--- src/rtl/disp_pkg.sv ---
// Shared symbol-code definitions for the digit scanner and the 5-bit seven-segment decoder.
package disp_pkg;

    localparam int CODE_W = 5;
    localparam logic [CODE_W-1:0] CODE_BLANK = 5'd31;

    localparam logic [CODE_W-1:0] SYM_0 = 5'd0;
    localparam logic [CODE_W-1:0] SYM_1 = 5'd1;
    localparam logic [CODE_W-1:0] SYM_2 = 5'd2;
    localparam logic [CODE_W-1:0] SYM_3 = 5'd3;
    localparam logic [CODE_W-1:0] SYM_4 = 5'd4;
    localparam logic [CODE_W-1:0] SYM_5 = 5'd5;
    localparam logic [CODE_W-1:0] SYM_6 = 5'd6;
    localparam logic [CODE_W-1:0] SYM_7 = 5'd7;
    localparam logic [CODE_W-1:0] SYM_8 = 5'd8;
    localparam logic [CODE_W-1:0] SYM_9 = 5'd9;
    localparam logic [CODE_W-1:0] SYM_H = 5'd10;
    localparam logic [CODE_W-1:0] SYM_L = 5'd11;
    localparam logic [CODE_W-1:0] SYM_P = 5'd12;
    localparam logic [CODE_W-1:0] SYM_U = 5'd13;
    localparam logic [CODE_W-1:0] SYM_A = 5'd14;
    localparam logic [CODE_W-1:0] SYM_B = 5'd15;
    localparam logic [CODE_W-1:0] SYM_C = 5'd16;
    localparam logic [CODE_W-1:0] SYM_D = 5'd17;
    localparam logic [CODE_W-1:0] SYM_E = 5'd18;
    localparam logic [CODE_W-1:0] SYM_F = 5'd19;
    localparam logic [CODE_W-1:0] SYM_R = 5'd20;
    localparam logic [CODE_W-1:0] SYM_X = 5'd21;

    // Codes above SYM_X are rendered as a dash by the decoder.
    function automatic logic code_is_symbol(input logic [CODE_W-1:0] code);
        return code <= SYM_X;
    endfunction

endpackage

--- src/rtl/tick_gen.sv ---
// Free-running prescaler: counts 0..DIV-1 and raises a one-cycle tick at terminal count.
module tick_gen #(
    parameter int DIV = 4
) (
    input  logic clk,
    input  logic rst_n,
    output logic tick_o
);

    localparam int CW = (DIV > 1) ? $clog2(DIV) : 1;
    localparam logic [CW-1:0] LAST = CW'(DIV - 1);

    logic [CW-1:0] cnt_q, cnt_d;

    assign tick_o = (cnt_q == LAST);

    always_comb begin
        cnt_d = tick_o ? '0 : cnt_q + 1'b1;
    end

    always_ff @(posedge clk or negedge rst_n) begin
        if (!rst_n) cnt_q <= '0;
        else        cnt_q <= cnt_d;
    end

endmodule

--- src/rtl/display_scan.sv ---
// Multiplexed N-digit display scanner with double-buffered codes.
// Optional per-digit blinking is built when DISP_BLINK_EN is defined.
module display_scan
    import disp_pkg::*;
#(
    parameter int N_DIGITS     = 4,
    parameter int REFRESH_DIV  = 50000,
    parameter int BLINK_FRAMES = 250
) (
    input  logic                       clk,
    input  logic                       rst_n,
    input  logic                       load,
    input  logic [CODE_W*N_DIGITS-1:0] codes_in,
`ifdef DISP_BLINK_EN
    input  logic [N_DIGITS-1:0]        blink_mask,
`endif
    output logic [CODE_W-1:0]          code_out,
    output logic [N_DIGITS-1:0]        anode,
    output logic                       frame_done
);

    localparam int IDX_W = $clog2(N_DIGITS);
    typedef logic [N_DIGITS-1:0][CODE_W-1:0] codes_t;

    logic             tick, wrap;
    logic [IDX_W-1:0] idx_q, idx_d;
    codes_t           pend_q, pend_d, act_q, act_d;
    logic [CODE_W-1:0]   code_q;
    logic [N_DIGITS-1:0] anode_q, anode_d, blank_d;
    logic                frame_q;

    tick_gen #(.DIV(REFRESH_DIV)) u_tick (
        .clk    (clk),
        .rst_n  (rst_n),
        .tick_o (tick)
    );

    assign wrap = tick && (idx_q == IDX_W'(N_DIGITS - 1));

    // pend_d already carries a same-cycle load, so a load on the wrapping
    // tick reaches the active buffer without a frame of delay.
    always_comb begin
        idx_d  = idx_q;
        pend_d = pend_q;
        act_d  = act_q;
        if (tick) idx_d = wrap ? '0 : idx_q + 1'b1;
        if (load) pend_d = codes_in;
        if (wrap) act_d = pend_d;
    end

`ifdef DISP_BLINK_EN
    localparam int FRM_W = $clog2(BLINK_FRAMES + 1);

    logic [FRM_W-1:0]    frm_q, frm_d;
    logic                phase_q, phase_d;
    logic [N_DIGITS-1:0] mpend_q, mpend_d, mact_q, mact_d;

    always_comb begin
        frm_d   = frm_q;
        phase_d = phase_q;
        mpend_d = load ? blink_mask : mpend_q;
        mact_d  = wrap ? mpend_d : mact_q;
        if (wrap) begin
            if (frm_q == FRM_W'(BLINK_FRAMES - 1)) begin
                frm_d   = '0;
                phase_d = ~phase_q;
            end else begin
                frm_d = frm_q + 1'b1;
            end
        end
        blank_d = phase_d ? '0 : mact_d;
    end

    always_ff @(posedge clk or negedge rst_n) begin
        if (!rst_n) begin
            frm_q   <= '0;
            phase_q <= 1'b1;
            mpend_q <= '0;
            mact_q  <= '0;
        end else begin
            frm_q   <= frm_d;
            phase_q <= phase_d;
            mpend_q <= mpend_d;
            mact_q  <= mact_d;
        end
    end
`else
    logic unused_blink;
    assign unused_blink = (BLINK_FRAMES != 0);
    assign blank_d      = '0;
`endif

    assign anode_d = ~(N_DIGITS'(1) << idx_d) | blank_d;

    always_ff @(posedge clk or negedge rst_n) begin
        if (!rst_n) begin
            idx_q   <= '0;
            pend_q  <= '0;
            act_q   <= '0;
            code_q  <= '0;
            anode_q <= '1;
            frame_q <= 1'b0;
        end else begin
            idx_q   <= idx_d;
            pend_q  <= pend_d;
            act_q   <= act_d;
            code_q  <= act_d[idx_d];
            anode_q <= anode_d;
            frame_q <= wrap;
        end
    end

    assign code_out   = code_q;
    assign anode      = anode_q;
    assign frame_done = frame_q;

endmodule

--- config.mk ---
export PLATFORM = sky130hd
export DESIGN_NAME = display_scan
export DESIGN_NICKNAME = d
export VERILOG_FILES = /design/src/rtl/disp_pkg.sv /design/src/rtl/tick_gen.sv /design/src/rtl/display_scan.sv
export SDC_FILE = /design/constraint.sdc
export NUM_CORES = 1
export LEC_CHECK = 0
export ABC_AREA = 1
export ABC_CLOCK_PERIOD_IN_PS = 1600
export CAP_MARGIN = 10
export CELL_PAD_IN_SITES_DETAIL_PLACEMENT = 0
export CELL_PAD_IN_SITES_GLOBAL_PLACEMENT = 1
export CORE_MARGIN = 5
export CORE_UTILIZATION = 42
export CTS_CLUSTER_SIZE = 28
export DETAILED_ROUTE_END_ITERATION = 7
export PLACE_DENSITY = 0.87
export SKIP_CTS_REPAIR_TIMING = 1
export SYNTH_ARGS = -nofsm -noshare
export SYNTH_HDL_FRONTEND = slang
export SYNTH_SLANG_ARGS = --single-unit
export TNS_END_PERCENT = 20
--- constraint.sdc ---
create_clock -name clk -period 1.6 [get_ports clk]
set_input_delay 0.24 -clock clk [delete_from_list [all_inputs] [get_ports clk]]
set_output_delay 0.24 -clock clk [all_outputs]
set_load 0.005 [all_outputs]
=== Word-level counts from Yosys, hierarchy flattened ===
Index checks and enable logic that the tools add are counted.

* Bits in registers: 68
* Word-level logic and storage cells: 28
* Bits of input ports: 23
* Output and inout port bits: 10

* Muxes and demuxes: 7
* Bitwise operators: 1
* Shift-type cells: 1
* Add/subtract/negate cells: 2
* Eq/ne operators: 2
* Magnitude comparators: 1
* Reduce and logical (&&, ||, !) cells: 1

{| class="wikitable"
|+ Operator list
! cell !! count
|-
| $mux 20 || 2
|-
| $add 16x1->16 const B || 1
|-
| $eq 16x16->1 const B || 1
|-
| $mux 16 || 1
|-
| $bmux 5 s2 || 1
|-
| $mux 5 || 1
|-
| $mux 2 || 2
|-
| $not 4->4 || 1
|-
| $shl 1x2->4 const A || 1
|-
| $lt 2x3->1 const B || 1
|-
| $add 2x1->2 const B || 1
|-
| $eq 2x2->1 const B || 1
|-
| $logic_and 1x1->1 || 1
|}

=== Longest topological paths before layout ===
* Depth in word-level cells: 6
* Depth in mapped cells: 11
* Depth with buffers taken out: 11

=== Hierarchy ===
Synthesis repeated with hierarchy kept, for this count alone.

* Cell total of the unflattened synthesis: 390
* Area, all modules: 3109.2 um^2

{| class="wikitable"
|+ By module, submodules not included
! module !! sequential area each (um^2) !! times used !! cells an instance !! area an instance (um^2)
|-
| display_scan || 1306.3 || 1 || 269 || 2232.1
|-
| tick_gen || 400.4 || 1 || 121 || 877.1
|}

=== Worst setup path before layout ===
Ideal clock, no wire load.

* Path kind: register to register
* From: register u_tick.cnt_q[0]
* To: register code_q[0] (netlist: code_out[0])
* Setup slack: 117 ps
* Buffers on the path: 1
* Stages on the path, launching flop included: 10
* Arrival time: 1365 ps
* Clock period less this slack: 1483 ps
* Cells stage by stage: dfrtp_1 ha_1 nand3_2 nor2_4 buf_4 nand4_1 nand2_1 nor2_1 nor2_1 nand2_1

* Word-level cells in the longest chain between the ends: 6
* Elaborated cells between the ends (all ways): 7

{| class="wikitable"
|+ Ends and longest elaborated chain
! element !! RTL line !! source
|-
| from (decl) || tick_gen.sv:13 || <nowiki>logic [CW-1:0] cnt_q, cnt_d;</nowiki>
|-
| from (signal assigned) || tick_gen.sv:23 || <nowiki>else cnt_q <= cnt_d;</nowiki>
|-
| $eq 16x16->1 * || tick_gen.sv:15 || <nowiki>assign tick_o = (cnt_q == LAST);</nowiki>
|-
| $logic_and 1x1->1 || display_scan.sv:38 || <nowiki>assign wrap = tick && (idx_q == IDX_W'(N_DIGITS - 1));</nowiki>
|-
| $mux 2 (2 in series) || display_scan.sv:46 || <nowiki>if (tick) idx_d = wrap ? '0 : idx_q + 1'b1;</nowiki>
|-
| $bmux 5 s2 * || display_scan.sv:107 || <nowiki>code_q <= act_d[idx_d];</nowiki>
|-
| $mux 5 (implied by the code) * || display_scan.sv:107 ||
|-
| to (signal assigned) || display_scan.sv:107 ||
|-
| to (decl) || display_scan.sv:28 || <nowiki>logic [CODE_W-1:0] code_q;</nowiki>
|}

Every way passes the cells marked *; elsewhere a longest branch is shown, timed or not. The select of a mux whose other input is x is not followed.

=== Worst setup path in the final report ===
* From: register u_tick.cnt_q[0]
* To: register code_q[3] (netlist: code_out[3])

The elaborated chain is that of the path after synthesis.

==> summary.md <==
| Metric | Value |
|---|---|
| Via count | `2,743` |
| Worst Skew | `0.01426 ns` |
| Final net count | `529` |
| PwrDens | `785.9 nW/um^2` |
| Clk buf depth | `2` |
| Top-area cell type share of the netlist area | `48.85%` |
| Clock power share | `42.6%` |
| Placed Area | `4066 um^2` |
| Slowest cell on crit path | `dfrtp_1` |
| Post-route cell area | `4420 um^2` |
| Syn Inst Count | `422` |
| CTS tree | `built` |
| Core footprint | `7647 um^2` |
| Share of cells above drive strength 1 | `20.83%` |
| Global Route Usage Sum | `16.11%` |
| Via-per-instance ratio | `4.489` |
| P_sw | `0.8573 mW` |
| Initial core utilization | `42.87%` |
| Clock slew at reported path FFs | `0.09 ns` |
| GR Overflow Total | `0` |
| Reg power frac | `51.0%` |
| Die area | `9672 um^2` |
| Fin crit share | `102.9%` |
| Post-Place Cells | `590` |
| Worst Max-Slew Pin Slew | `0.4983 ns` |
| TritonRoute pass-1 iters | `4` |
| Post-Syn Area | `3278 um^2` |
| Register area share after synthesis | `52.06%` |
| Hold crit path type | `in2async` |
| Crit path max fanout | `20` |
| First-pass GRT wire length | `12,480 um` |
| HPWL Detailed | `5191 um` |
| Status | `complete, but fails checks` |
| CTS Buf Count | `9` |
| Relative slew slack | `66.78%` |
| Die width | `98.35 um` |
| H-tree levels | `3` |
| Final Hold Fails | `0` |
| Wire length after detailed routing | `7455 um` |
| Power share of the combinational group | `6.4%` |
| IO Count | `33` |
| CP Capture Type | `flop` |
| Tmin final | `1.647 ns` |
| Syn nets | `447` |
| Clock Latency Late Sink | `0.35 ns` |
| Syn Area/Cell | `7.768 um^2` |
| Internal reg-to-reg setup slack | `-0.05 ns` |
| Reg2reg end | `code_out[3]` |
| FF-to-FF Start | `u_tick.cnt_q[0]` |
| Failing checks | `setup timing` |
| Final core utilization | `57.80%` |
| Critical path type | `reg2reg` |
| Gpl congestion | `0.9081` |
| P_leak | `2.439 nW` |
| Synth area leader | `dfrtp_1` |
| Max Clock Freq | `0.6073 GHz` |
| IO Port Bufs | `32` |
| Fin cells | `611` |
| Max VDD drop | `529.5 uV` |
| Slew Limit Fails | `0` |
| N_diodes | `0` |
| Synth area leaders | `dfrtp_1 (49%), inv_1 (12%), nand2_1 (11%)` |
| CP max stage delay | `0.40 ns` |
| R2R depth | `9` |
| Critical Path Source Type | `flop` |
| Avg WL per Cell | `12.20 um` |
| Clock net sink count | `68` |
| Setup_tns | `-0.09180 ns` |
| Number of global-route vias before repair | `2,641` |
| Ys Warns | `0` |
| Power Total | `3.474 mW` |
| Rows | `32` |
| Internal power | `2.617 mW` |
| Setup slack at placement | `-0.2059 ns` |
| Switching part of the total | `24.67%` |
| DR iter-0 viols | `137` |
| # DRC | `0` |
| Final WS setup | `-0.04660 ns` |
| RSZ-0062 raised after global routing | `true` |
| Antenna viol nets, final | `0` |
| Die height | `98.35 um` |
| Critical Path AT | `1.89 ns` |
| Layout area overhead | `34.85%` |
| Synthesized flop and latch total | `68` |
| Largest net degree at the start of global routing | `27` |
| CP Cell Sequence | `ha_4 > nand3_4 > nor2_4 > buf_12 > nand4_1 > nand2_1 > nor2_1 > nor2_1 > nand2_1` |
| Count of final setup violators | `3` |
| CP required | `1.84 ns` |
| Worst hold slack | `0.3817 ns` |
| Antenna violations before repair | `0` |
| Post-synth cell types | `23` |
| CTS root buf | `clkbuf_8` |
| Max_cap viols | `0` |
[how the worst max path moves through the flow]
stage / endpoint / cells after the start / from / slack [ns]
4_1_cts: code_out[2] / 10 / u_tick.cnt_q[0] / -0.13
3_5_place_dp: code_out[2] / 9 / load / -0.21
2_1_floorplan: code_out[0] / 9 / u_tick.cnt_q[0] / 0.12
6_report: code_out[3] / 9 / u_tick.cnt_q[0] / -0.05
5_1_grt: code_out[2] / 10 / u_tick.cnt_q[0] / -0.12
3_3_place_gp: code_out[3] / 9 / load / -0.22
[logic make-up (layout without fill, tap and decap cells)]
family / count (synthesis) / in the layout / share of synthesized area, %
simple gates: 194 / 194 / 25.69
xor+xnor: 7 / 7 / 1.870
flops: 68 / 68 / 52.06
buf+inv: 120 / 207 / 14.66
fa+ha+maj: 2 / 2 / 0.7632
compound gates: 31 / 31 / 4.962
[synthesized netlist by cell type (all sizes together)]
cell type,instances
a31oi,2
nand3,9
o21ai,24
o21bai,1
clkbuf,6
nor2,62
dfrtp,64
inv,108
ha,2
o21a,1
xnor2,1
nand4,21
a21oi,3
buf,6
nand2,102
dfstp,4
xor2,6
[layout make-up]
cell class / count / area, um^2
Sequential cell: 68 / 1707
Clock buffer: 9 / 123.9
Timing Repair Buffer: 83 / 793.3
Inverter: 108 / 405.4
Fill cell: 696 / 3227
Clock inverter: 7 / 80.08
Multi-Input combinational cell: 234 / 1184
Tap cell: 102 / 127.6
[placed cells by master (no fill, tap or decap), drive strengths merged, types with 2 or more instances in the layout]
cell and instances:
inv 112, nand2 102, dfrtp 64, nor2 62, buf 51, clkdlybuf4s50 27, o21ai 24, nand4 21
clkbuf 9, nand3 9, xor2 6, dfstp 4, dlymetal6s2s 4, a21oi 3, a31oi 2, clkinvlp 2
ha 2
[power by group through the flow]
stage | clock network (mW) | logic, mW | registers, mW
2_1_floorplan | 0 | 0.0673 | 1.80
3_3_place_gp | 0 | 0.223 | 1.81
3_5_place_dp | 0 | 0.226 | 1.81
4_1_cts | 1.49 | 0.227 | 1.77
5_1_grt | 1.58 | 0.255 | 1.78
6_report | 1.48 | 0.224 | 1.77
[sequential cells by signal (all words and copies together), names as in the netlist]
register,count
act_q,20
pend_q,20
u_tick.cnt_q,16
anode,4
code_out,5
frame_done,1
idx_q,2
[routing by layer]
layer | part of all wire, % | vias up | routed length, um | GRT usage (%)
met5 | 0 | - | 0 | 0
met4 | 0.71 | 0 | 53 | 4.412
met3 | 4.6 | 4 | 343 | 5.143
met2 | 45 | 56 | 3381 | 23.66
met1 | 49 | 1273 | 3678 | 22.99
li1 | - | 1410 | - | -
[worst max-delay path, delay by kind of cell (launching register included)]
kind,cells,cell delay [ns]
and+or+nand+nor,7,0.77
DFF,1,0.40
buffers and inverters,1,0.19
adders and majority gates,1,0.17
Power figures use the tool's default switching activity.
